`src/rtl/dac_spi_tx.sv`:
```
// dac_spi_tx: serialises 10-bit offset-binary samples into MCP4911 SPI frames, each followed by an LDAC pulse
//   sysclk, reset : system clock, asynchronous active-high reset
//   data_in, load : sample word and its one-cycle valid strobe
//   dac_cs_n, dac_sck, dac_sdi, dac_ld_n : SPI DAC interface (all registered)
//   busy, done, overrun : frame in progress, frame-complete pulse, held-word-overwritten pulse
module dac_spi_tx #(
    parameter int         HALF_SCK = 4,
    parameter logic [3:0] CMD_BITS = 4'b0011
) (
    input  logic       sysclk,
    input  logic       reset,
    input  logic [9:0] data_in,
    input  logic       load,
    output logic       dac_cs_n,
    output logic       dac_sck,
    output logic       dac_sdi,
    output logic       dac_ld_n,
    output logic       busy,
    output logic       done,
    output logic       overrun
);
    typedef enum logic [2:0] {IDLE, SETUP, SHIFT, HOLD, GAP, LDAC} state_t;
    state_t      r_state, w_state;
    logic [7:0]  r_div, w_div;
    logic [5:0]  r_phase, w_phase;
    logic [15:0] r_sh, w_sh;
    logic [9:0]  r_hold, w_hold;
    logic        r_full, w_full, r_cs_n, w_cs_n, r_sck, w_sck, r_sdi, w_sdi;
    logic        r_ld_n, w_ld_n, r_busy, w_busy, r_done, w_done, r_ovr, w_ovr;
    always_ff @(posedge sysclk or posedge reset) begin
        if (reset) begin
            r_state <= IDLE;
            r_div   <= '0;
            r_phase <= '0;
            r_sh    <= '0;
            r_hold  <= '0;
            r_full  <= 1'b0;
            r_cs_n  <= 1'b1;
            r_sck   <= 1'b0;
            r_sdi   <= 1'b0;
            r_ld_n  <= 1'b1;
            r_busy  <= 1'b0;
            r_done  <= 1'b0;
            r_ovr   <= 1'b0;
        end else begin
            r_state <= w_state;
            r_div   <= w_div;
            r_phase <= w_phase;
            r_sh    <= w_sh;
            r_hold  <= w_hold;
            r_full  <= w_full;
            r_cs_n  <= w_cs_n;
            r_sck   <= w_sck;
            r_sdi   <= w_sdi;
            r_ld_n  <= w_ld_n;
            r_busy  <= w_busy;
            r_done  <= w_done;
            r_ovr   <= w_ovr;
        end
    end
    always_comb begin
        w_state = r_state;
        w_div   = r_div;
        w_phase = r_phase;
        w_sh    = r_sh;
        w_hold  = r_hold;
        w_full  = r_full;
        w_cs_n  = r_cs_n;
        w_sck   = r_sck;
        w_sdi   = r_sdi;
        w_ld_n  = r_ld_n;
        w_busy  = r_busy;
        w_done  = 1'b0;
        w_ovr   = 1'b0;
        if (r_state == IDLE) begin
            if (load || r_full) begin
                // a held word has priority; a load arriving alongside it becomes the next held word
                w_sh    = {CMD_BITS, r_full ? r_hold : data_in, 2'b00};
                w_state = SETUP;
                w_div   = '0;
                w_phase = '0;
                w_cs_n  = 1'b0;
                w_sck   = 1'b0;
                w_sdi   = w_sh[15];
                w_busy  = 1'b1;
                w_full  = r_full && load;
                w_hold  = (r_full && load) ? data_in : r_hold;
            end
        end else begin
            if (load) begin
                w_hold = data_in;
                w_full = 1'b1;
                w_ovr  = r_full;
            end
            if (r_div != 8'(HALF_SCK - 1)) begin
                w_div = r_div + 8'd1;
            end else begin
                w_div   = '0;
                w_phase = r_phase + 6'd1;
                if (r_state == LDAC) begin
                    w_state = IDLE;
                    w_phase = '0;
                    w_ld_n  = 1'b1;
                    w_busy  = 1'b0;
                    w_done  = 1'b1;
                end else if (w_phase <= 6'd31) begin
                    // odd phases drive SCK high; data advances at the start of each even (low) phase
                    w_state = SHIFT;
                    w_sck   = w_phase[0];
                    if (!w_phase[0]) begin
                        w_sh  = r_sh << 1;
                        w_sdi = r_sh[14];
                    end
                end else if (w_phase == 6'd32) begin
                    w_state = HOLD;
                    w_sck   = 1'b0;
                end else if (w_phase == 6'd33) begin
                    w_state = GAP;
                    w_cs_n  = 1'b1;
                    w_sdi   = 1'b0;
                end else begin
                    w_state = LDAC;
                    w_ld_n  = 1'b0;
                end
            end
        end
    end
    assign dac_cs_n = r_cs_n;
    assign dac_sck  = r_sck;
    assign dac_sdi  = r_sdi;
    assign dac_ld_n = r_ld_n;
    assign busy     = r_busy;
    assign done     = r_done;
    assign overrun  = r_ovr;
endmodule

```
`config.mk`:
```
export PLATFORM = sky130hd
export DESIGN_NAME = dac_spi_tx
export DESIGN_NICKNAME = d
export VERILOG_FILES = /design/src/rtl/dac_spi_tx.sv
export SDC_FILE = /design/constraint.sdc
export NUM_CORES = 1
export LEC_CHECK = 0
export BUFFER_PORTS_ARGS = -buffer_cell sky130_fd_sc_hd__buf_2
export CORE_AREA = 2 2 86 88
export CTS_CLUSTER_SIZE = 8
export DETAILED_ROUTE_END_ITERATION = 6
export DIE_AREA = 0 0 88 90
export PLACE_DENSITY_LB_ADDON = 0.08
export SKIP_CTS_REPAIR_TIMING = 1
export SYNTH_ARGS = -nofsm -noshare
export SYNTH_HDL_FRONTEND = slang
export SYNTH_SLANG_ARGS = --single-unit
```
`constraint.sdc`:
```
create_clock -name sysclk -period 3.29 [get_ports sysclk]
set_input_delay 0.4935 -clock sysclk [delete_from_list [all_inputs] [get_ports sysclk]]
set_output_delay 0.4935 -clock sysclk [all_outputs]
set_load 0.01 [all_outputs]
```
==> metrics.yaml, run 1 <==
routing:
  dr.pass1.iters: 4
  wl_per_cell_um: 14.9
  antenna_left: 0
  routed_wl_um: 5120
  avgViaCountPerCell: 5.15
  drcViolationCount: 0
  drt_iter0_markers: 126
  num_vias: 1767
clocking:
  path_clk_slew_ns: 0.09
  cts-root-buf: "clkbuf_8"
  cts_max_level: 2
  cts_buffers: 5
  cts.sinks: 48
  cts_buffer_depth: 2
  cts_tree: "yes"
  clock_latency_ns: 0.30
grt:
  antenna_found_initial: 0
  grt_pass1_wl_um: 8830
  grt_usage_pct: 14.1
  grt_max_degree: 49
  grt_pass1_vias: 1795
  grt_overflow: 0
sta:
  rsz0062_at_grt: "no"
  relSlewSlack_pct: 33.1
  tightest_slew_ns: 1.00
  setup_viol: 0
  finalCriticalPeriod_ns: 2.23
  hold_violations: 0
  fin_skew_ns: 0.00749
  maxSlewViolCount: 0
  max_freq_ghz: 0.447
  setup_tns_ns: 0
  fin_crit_sh_pct: 67.9
worst_setup_path:
  required_ns: 3.48
  startpoint_type: "register"
  crit_path_max_incr_delay_ns: 0.43
  r2r-end: "r_sh[10]$_DFFE_PP0P_"
  cpLargestDelayFamily: "simple AND/OR/NAND/NOR gates"
  r2r_cells: 6
  cp_slowest_cell: "dfrtp_1"
  crit_path_end_kind: "register"
  r2r_setup_slack_ns: 1.06
  critPathKind: "register to register"
  worst_ep_arrival_time_ns: 2.42
  rr_startpoint: "r_div[0]$_DFFE_PP0P_"
  crit_chain: "ha_1, nor4b_4, nand2_2, nor3_1, nand3_2, o221a_2"
  path_buf_inv: 0
  cp_max_fo: 10
synthesis:
  async_reset_ff_share_pct: 100
  yosys.area.top_type_share_pct: 48.6
  yosys_warnings: 0
  synthDistinctLibCells: 47
  synth_top_area_cell: "dfrtp_1"
  syn-cell-area_mm2: 0.00237
  synth-edff-count: 0
  ys_seq_elements: 48
  ys_seq_area_share_pct: 50.8
  syn_nets: 239
  netlist_instances: 223
  synth-main-ff-cell: "dfrtp_1"
  synth_area_leaders: "dfrtp_1 (49%), mux2_2 (4.8%), nand2_1 (4.6%)"
  avgSynthCellArea_um2: 10.6
power:
  combPwrFrac_pct: 35.1
  cellPowerDensity_mw_per_mm2: 761
  p_switching_mw: 0.769
  p_sw_share_pct: 38.1
  pwr-share-clk_pct: 18.2
  vdd_drop_max_uv: 281
  finalPower_mw: 2.02
  internal-power_mw: 1.25
  p_seq_share_pct: 46.6
  p_leak_nw: 1.14
floorplan:
  start_util_pct: 33.7
  pin_count: 20
  die_area_mm2: 0.00792
  die_h_um: 90
  core_area_mm2: 0.00702
  rows: 31
  fp.dieW_um: 88
layout:
  final_util_pct: 37.7
  final_layout_size_suffix_gt1_share_pct: 23.0
  fillers: 731
  layoutNonFillerInstCount: 343
  diodes: 0
  nNetsFinal: 259
  areaGrowthSynthToFinish_pct: 11.8
placed_design:
  port_buffers: 19
  placedCellCount: 335
  dpl.hpwl_um: 3620
  gp_congestion: 0.722
flow_run:
  maxCapViolations: 0
hold_path:
  hold_path_class: "input port to asynchronous set/reset pin"
run_status:
  status: "complete, no violations"
[stage by stage]
| stage | area, um2 | hold slack [ns] | setup WS [ns] |
|---|---|---|---|
| floorplan | 2370 | 0.452 | 1.42 |
| global placement | 2560 | 0.461 | 1.05 |
| detailed placement | 2560 | 0.463 | 1.07 |
| CTS | 2650 | 0.426 | 1.05 |
| global route | 2650 | 0.422 | 0.880 |
| finish | 2650 | 0.425 | 1.06 |
[placed cells by master, fill, tap and decap left out, types with 4 or more instances in the layout]
cell type,count
nand4_1,4
mux2i_1,10
mux2_2,10
nand3_1,5
o31ai_1,6
nor2_1,11
o21ai_0,21
nand2_1,29
dfrtp_1,46
buf_2,19
a31oi_1,4
and3_1,5
clkbuf_8,6
a21oi_1,4
o221a_1,6
inv_1,7
nor3_1,4
[cell families after synthesis]
kind of cell | Yosys count | synth area share [%]
mux | 20 | 8.98
flops | 48 | 50.8
simple gates | 74 | 16.2
compound gates | 62 | 19.1
fa+ha+maj | 4 | 2.01
buf+inv | 15 | 2.91
[synthesized netlist by cell type (2+ instances only)]
cell / n
dfrtp_1: 46
nand2_1: 29
o21ai_0: 21
nor2_1: 11
mux2_2: 10
mux2i_1: 10
inv_1: 8
o221a_1: 6
o31ai_1: 6
and3_1: 5
nand3_1: 5
a21oi_1: 4
a31oi_1: 4
buf_2: 4
nand4_1: 4
nor3_1: 4
ha_1: 3
o221a_2: 3
o22ai_1: 3
or2_2: 3
or3_1: 3
a211oi_1: 2
a32o_1: 2
dfstp_2: 2
o21a_1: 2
o22a_1: 2
[layer usage]
| layer | wire length (um) | share of wire (%) | track usage [%] |
|---|---|---|---|
| met3 | 99 | 1.9 | 2.75 |
| met1 | 2450 | 48 | 19.5 |
| met4 | 50 | 0.98 | 3.97 |
| met5 | 0 | 0 | 0 |
| met2 | 2520 | 49 | 22.5 |
[power by group through the flow]
| stage | registers, mW | logic [mW] | clock network, mW |
|---|---|---|---|
| floorplan | 0.873 | 0.616 | 0 |
| global placement | 0.954 | 0.729 | 0 |
| detailed placement | 0.949 | 0.723 | 0 |
| CTS | 0.939 | 0.722 | 0.388 |
| global route | 0.970 | 0.813 | 0.413 |
| finish | 0.940 | 0.708 | 0.368 |
[final cells by class]
type / count / area [um2] / share of cell area (%)
Multi-Input combinational cell: 160 / 1100 / 41.4
Clock inverter: 2 / 10.0 / 0.378
Inverter: 8 / 30.0 / 1.13
Timing Repair Buffer: 20 / 103 / 3.87
Sequential cell: 48 / 1200 / 45.4
Tap cell: 99 / 124 / 4.68
Clock buffer: 6 / 82.6 / 3.12
[flip-flops by register name (all words and copies together), names as in the netlist, 3 cells and up]
name / cells
r_sh: 13
r_phase: 6
r_state: 3
r_div: 8
r_hold: 10
[worst max path at each step]
stage / start / end / depth (start not counted)
6_report: r_div[0]$_DFFE_PP0P_ / r_sh[10]$_DFFE_PP0P_ / 6
2_1_floorplan: r_div[0]$_DFFE_PP0P_ / r_sh[10]$_DFFE_PP0P_ / 6
3_5_place_dp: r_div[0]$_DFFE_PP0P_ / r_sh[10]$_DFFE_PP0P_ / 6
4_1_cts: r_div[0]$_DFFE_PP0P_ / r_sh[10]$_DFFE_PP0P_ / 6
3_3_place_gp: r_div[0]$_DFFE_PP0P_ / r_sh[11]$_DFFE_PP0P_ / 6
5_1_grt: r_div[0]$_DFFE_PP0P_ / r_sh[11]$_DFFE_PP0P_ / 6
(Power assumes the default switching activity.)
==> run 2, diff against run 1 <==
==> constraint.sdc (replaced) <==
create_clock -name sysclk -period 2.31 [get_ports sysclk]
set_input_delay 0.3465 -clock sysclk [delete_from_list [all_inputs] [get_ports sysclk]]
set_output_delay 0.3465 -clock sysclk [all_outputs]
set_load 0.01 [all_outputs]
==> metrics.yaml, run 2 (synthesis gave the netlist of run 1 again) <==
run_status:
  status: "complete, no violations"  # unchanged
layout:
  largest_register: "r_sh"  # unchanged
  final_common_cell: "dfrtp_1"  # unchanged
  layoutNonFillerInstCount: 355  # was 343
  diodes: 0  # unchanged
  nNetsFinal: 271  # was 259
  mostFrequentLayoutCells: "dfrtp_1 (46), nand2_1 (29), o21ai_0 (21)"  # unchanged
  fillers: 713  # was 731
  final_layout_size_suffix_gt1_share_pct: 26.2  # was 23.0%
  reg.largest.list: "r_sh (13), r_hold (10), r_div (8)"  # unchanged
  areaGrowthSynthToFinish_pct: 15.3  # was 11.8%
  largest_reg_flops: 13  # unchanged
routing:
  dr.pass1.iters: 4  # unchanged
  num_vias: 1784  # was 1767
  avgViaCountPerCell: 5.03  # was 5.15
  wl_per_cell_um: 14.4  # was 14.9 um
  routed_wl_um: 5130  # was 5120 um
  antenna_left: 0  # unchanged
  drt_iter0_markers: 105  # was 126
  drcViolationCount: 0  # unchanged
clocking:
  clock_latency_ns: 0.30  # about the same
  cts_buffer_depth: 2  # unchanged
  path_clk_slew_ns: 0.09  # about the same
  cts_buffers: 5  # unchanged
  cts-root-buf: "clkbuf_8"  # unchanged
  cts_max_level: 2  # unchanged
  cts.sinks: 48  # unchanged
  cts_tree: "yes"  # unchanged
placed_design:
  placedCellCount: 347  # was 335
  port_buffers: 19  # unchanged
  pre_cts_slack_ns: 0.167  # was 1.07 ns
  gp_congestion: 0.764  # was 0.722
  dpl.hpwl_um: 3720  # was 3620 um
grt:
  met3_usage_pct: 2.75  # unchanged
  grt_pass1_vias: 1764  # was 1795
  grt_pass1_wl_um: 8710  # was 8830 um
  met1_usage_pct: 19.1  # was 19.5%
  grt_max_degree: 28  # was 49
  top_usage_layer: "met2"  # unchanged
  grt_overflow: 0  # unchanged
  antenna_found_initial: 0  # unchanged
  use_met2_pct: 22.3  # was 22.5%
  grt_usage_pct: 14.0  # was 14.1%
sta:
  setup_tns_ns: 0  # unchanged
  rsz0062_at_grt: "no"  # unchanged
  max_freq_ghz: 0.468  # was 0.447 GHz
  hold_violations: 0  # unchanged
  layout_setup_ws_ns: 0.173  # was 1.06 ns
  relSlewSlack_pct: 61.5  # was 33.1%
  fin_crit_sh_pct: 92.5  # was 67.9%
  maxSlewViolCount: 0  # unchanged
  finalCriticalPeriod_ns: 2.14  # was 2.23 ns
  tightest_slew_ns: 0.576  # was 1.00 ns
  fin_skew_ns: 0.0115  # was 0.00749 ns
  setup_viol: 0  # unchanged
power:
  finalPower_mw: 2.96  # was 2.02 mW
  p_switching_mw: 1.12  # was 0.769 mW
  p_leak_nw: 1.19  # was 1.14 nW
  p_seq_share_pct: 43.1  # was 46.6%
  pwr-share-clk_pct: 17.0  # was 18.2%
  internal-power_mw: 1.84  # was 1.25 mW
  cellPowerDensity_mw_per_mm2: 1080  # was 761 mW/mm2
  vdd_drop_max_uv: 339  # was 281 uV
  p_sw_share_pct: 37.7  # was 38.1%
  combPwrFrac_pct: 40.0  # was 35.1%
flow_run:
  maxCapViolations: 0  # unchanged
worst_setup_path:
  startpoint_type: "register"  # unchanged
  crit_chain: "ha_1, nor4b_4, nand2_2, nor3_1, nand3_2, o221a_2"  # unchanged
  required_ns: 2.50  # was 3.48 ns
  crit_path_max_incr_delay_ns: 0.42  # was 0.43 ns
  worst_ep_arrival_time_ns: 2.33  # was 2.42 ns
  path_buf_inv: 0  # unchanged
  cp_max_fo: 10  # unchanged
  critPathKind: "register to register"  # unchanged
  cp_slowest_cell: "dfrtp_1"  # unchanged
  cpLargestDelayFamily: "simple AND/OR/NAND/NOR gates"  # unchanged
  crit_path_end_kind: "register"  # unchanged
floorplan:
  fp.dieW_um: 88  # unchanged
  core_area_mm2: 0.00702  # unchanged
  start_util_pct: 33.7  # unchanged
  die_area_mm2: 0.00792  # unchanged
  rows: 31  # unchanged
  die_h_um: 90  # unchanged
  pin_count: 20  # unchanged
hold_path:
  hold_path_class: "input port to asynchronous set/reset pin"  # unchanged
==> run 2: final timing paths <==
check	from	endpoint	cells past startpoint	slack (ns)
setup / recovery	r_div[0]$_DFFE_PP0P_	r_sh[10]$_DFFE_PP0P_	6	0.17
hold / removal	reset	r_sh[3]$_DFFE_PP0P_	2	0.09
setup reg to reg	r_div[0]$_DFFE_PP0P_	r_sh[10]$_DFFE_PP0P_	6	0.17
hold reg to reg	busy$_DFFE_PP0P_	busy$_DFFE_PP0P_	2	0.48
max in group asynchronous	reset	dac_ld_n$_DFFE_PP1P_	3	1.57
min in group sysclk	data_in[1]	r_hold[1]$_DFFE_PP0P_	2	0.28
==> run 2: stage by stage <==
stage / hold WS [ns] / utilization (%) / cell area (um2)
finish: 0.0895 / 38.9 / 2730
global route: 0.123 / 38.9 / 2730
CTS: 0.112 / 38.9 / 2730
detailed placement: 0.457 / 37.7 / 2650
global placement: 0.453 / 37.7 / 2650
floorplan: 0.452 / - / 2370
==> run 2: power groups by stage <==
| stage | Sequential (mW) | Clock [mW] | Combinational [mW] |
|---|---|---|---|
| 2_1_floorplan | 1.24 | 0 | 0.878 |
| 3_3_place_gp | 1.29 | 0 | 1.20 |
| 3_5_place_dp | 1.28 | 0 | 1.21 |
| 4_1_cts | 1.27 | 0.532 | 1.21 |
| 5_1_grt | 1.31 | 0.572 | 1.33 |
| 6_report | 1.27 | 0.502 | 1.18 |
==> run 2: area by class of cell <==
| class | count | area, um2 | area share [%] |
|---|---|---|---|
| timing repair buffer | 32 | 193 | 7.05 |
| tap | 99 | 124 | 4.54 |
| sequential | 48 | 1200 | 44.1 |
| clock buffer | 6 | 72.6 | 2.66 |
| multi-input combinational | 160 | 1100 | 40.1 |
| inverter | 8 | 30.0 | 1.10 |
| clock inverter | 2 | 12.5 | 0.458 |
==> run 2: layer usage <==
metal,part of all wire (%),wire [um]
met2,48,2470
met5,0,0
met1,48,2480
met3,2.5,128
met4,0.99,51
==> run 2: worst register-to-register path, cell delays in order, from the launching register on <==
cell,delay (ns)
dfrtp_1,0.42
ha_1,0.23
nor4b_4,0.27
nand2_2,0.19
nor3_1,0.33
nand3_2,0.25
o221a_2,0.34
==> run 3, diff against run 2 <==
--- a/config.mk
+++ b/config.mk
@@ -6,10 +6,11 @@
 export NUM_CORES = 1
 export LEC_CHECK = 0
 export BUFFER_PORTS_ARGS = -buffer_cell sky130_fd_sc_hd__buf_2
-export CORE_AREA = 2 2 86 88
+export CORE_AREA = 2 2 90 84
+export CTS_CLUSTER_DIAMETER = 120
 export CTS_CLUSTER_SIZE = 8
 export DETAILED_ROUTE_END_ITERATION = 6
-export DIE_AREA = 0 0 88 90
+export DIE_AREA = 0 0 92 86
 export PLACE_DENSITY_LB_ADDON = 0.08
 export SKIP_CTS_REPAIR_TIMING = 1
 export SYNTH_ARGS = -nofsm -noshare
==> metrics.yaml, run 3 (synthesis gave the netlist of run 1 again) <==
routing:
  drt_iter0_markers: 27  # was 105
  avgViaCountPerCell: 5.11  # was 5.03
  antenna_left: 0  # unchanged
  routed_wl_um: 5150  # was 5130 um
  dr.pass1.iters: 4  # unchanged
  drcViolationCount: 0  # unchanged
  num_vias: 1780  # was 1784
  wl_per_cell_um: 14.8  # was 14.4 um
floorplan:
  die_area_mm2: 0.00791  # was 0.00792 mm2
  pin_count: 20  # unchanged
  core_area_mm2: 0.00689  # was 0.00702 mm2
  die_h_um: 86  # was 90 um
  fp.dieW_um: 92  # was 88 um
  start_util_pct: 34.4  # was 33.7%
  rows: 29  # was 31
worst_setup_path:
  cpLargestDelayFamily: "simple AND/OR/NAND/NOR gates"  # unchanged
  critPathKind: "register to register"  # unchanged
  crit_path_end_kind: "register"  # unchanged
  crit_chain: "ha_1, nor4b_4, nand2_2, nor3_1, nand3_2, o221a_2"  # unchanged
  crit_path_max_incr_delay_ns: 0.42  # about the same
  worst_ep_arrival_time_ns: 2.26  # was 2.33 ns
  path_buf_inv: 0  # unchanged
  required_ns: 2.50  # about the same
  startpoint_type: "register"  # unchanged
  cp_max_fo: 10  # unchanged
  cp_slowest_cell: "dfrtp_1"  # unchanged
power:
  vdd_drop_max_uv: 438  # was 339 uV
  p_leak_nw: 1.22  # was 1.19 nW
  cellPowerDensity_mw_per_mm2: 1120  # was 1080 mW/mm2
  finalPower_mw: 3.12  # was 2.96 mW
clocking:
  cts.sinks: 48  # unchanged
  cts_tree: "yes"  # unchanged
  cts_buffer_depth: 2  # unchanged
  path_clk_slew_ns: 0.09  # about the same
  cts-root-buf: "clkbuf_8"  # unchanged
  cts_max_level: 2  # unchanged
  cts_buffers: 5  # unchanged
  clock_latency_ns: 0.30  # about the same
sta:
  fin_skew_ns: 0.00406  # was 0.0115 ns
  finalCriticalPeriod_ns: 2.07  # was 2.14 ns
  tightest_slew_ns: 0.773  # was 0.576 ns
  setup_tns_ns: 0  # unchanged
  rsz0062_at_grt: "no"  # unchanged
  relSlewSlack_pct: 47.9  # was 61.5%
  hold_violations: 0  # unchanged
  fin_crit_sh_pct: 89.6  # was 92.5%
  max_freq_ghz: 0.483  # was 0.468 GHz
  setup_viol: 0  # unchanged
  maxSlewViolCount: 0  # unchanged
layout:
  areaGrowthSynthToFinish_pct: 17.5  # was 15.3%
  postLayoutCellArea_mm2: 0.00278  # was 0.00273 mm2
  final_util_pct: 40.4  # was 38.9%
  fillers: 698  # was 713
  final_common_cell: "dfrtp_1"  # unchanged
  largest_register: "r_sh"  # unchanged
  largest_reg_flops: 13  # unchanged
  nNetsFinal: 270  # was 271
  final_layout_size_suffix_gt1_share_pct: 26.3  # was 26.2%
  reg.largest.list: "r_sh (13), r_hold (10), r_div (8)"  # unchanged
  diodes: 0  # unchanged
  mostFrequentLayoutCells: "dfrtp_1 (46), nand2_1 (29), o21ai_0 (21)"  # unchanged
grt:
  grt_overflow: 0  # unchanged
  grt_pass1_wl_um: 8690  # was 8710 um
  grt_usage_pct: 14.0  # about the same
  grt_pass1_vias: 1789  # was 1764
  antenna_found_initial: 0  # unchanged
  grt_max_degree: 49  # was 28
placed_design:
  port_buffers: 19  # unchanged
  place_area_mm2: 0.00266  # was 0.00265 mm2
  dpl.hpwl_um: 3630  # was 3720 um
  gp_congestion: 0.714  # was 0.764
run_status:
  status: "complete, no violations"  # unchanged
flow_run:
  maxCapViolations: 0  # unchanged
hold_path:
  hold_path_class: "input port to asynchronous set/reset pin"  # unchanged
-- run 3: worst paths after layout --
check,from,endpoint,slack (ns),depth (start not counted)
setup / recovery,r_div[0]$_DFFE_PP0P_,r_sh[9]$_DFFE_PP0P_,0.24,6
setup reg to reg,r_div[0]$_DFFE_PP0P_,r_sh[9]$_DFFE_PP0P_,0.24,6
max in group asynchronous,reset,dac_cs_n$_DFFE_PP1P_,1.94,3
hold reg to reg,busy$_DFFE_PP0P_,busy$_DFFE_PP0P_,0.49,2
min in group sysclk,data_in[6],r_hold[6]$_DFFE_PP0P_,0.29,2
hold / removal,reset,r_div[7]$_DFFE_PP0P_,0.07,3
-- run 3: worst register-to-register path, stage by stage (launching register included) --
cell and delay [ns]:
dfrtp_1 0.42, ha_1 0.23, nor4b_4 0.27, nand2_2 0.12
nor3_1 0.32, nand3_2 0.26, o221a_2 0.34
-- run 3: cell type report --
type	instances	area, um2	share of cell area [%]
clock inverter	1	30.0	1.08
inverter	8	30.0	1.08
sequential	48	1200	43.3
clock buffer	7	96.3	3.46
timing repair buffer	31	210	7.55
multi-input combinational	160	1100	39.4
tap	93	116	4.18
-- run 3: routing by layer --
| layer | vias to the layer above | share of wire [%] | track usage, % |
|---|---|---|---|
| li1 | 896 | - | - |
| met1 | 868 | 54 | 20.8 |
| met2 | 14 | 43 | 20.8 |
| met3 | 2 | 2.0 | 2.64 |
| met4 | 0 | 0.74 | 4.48 |
| met5 | - | 0 | 0 |
-- run 3: through the flow --
step | hold slack [ns] | std cells | worst slack [ns]
after floorplan | 0.452 | 223 | 0.441
after global placement | 0.413 | 340 | 0.296
after detailed placement | 0.422 | 340 | 0.224
after CTS | 0.0958 | 348 | 0.224
after global routing | 0.0964 | 348 | 0.0737
final | 0.0672 | 348 | 0.240
-- run 3: report_power, final --
part | total, mW | internal [mW] | switching (mW)
clock network | 0.661 | 0.382 | 0.279
logic | 1.19 | 0.551 | 0.636
registers | 1.27 | 1.08 | 0.197
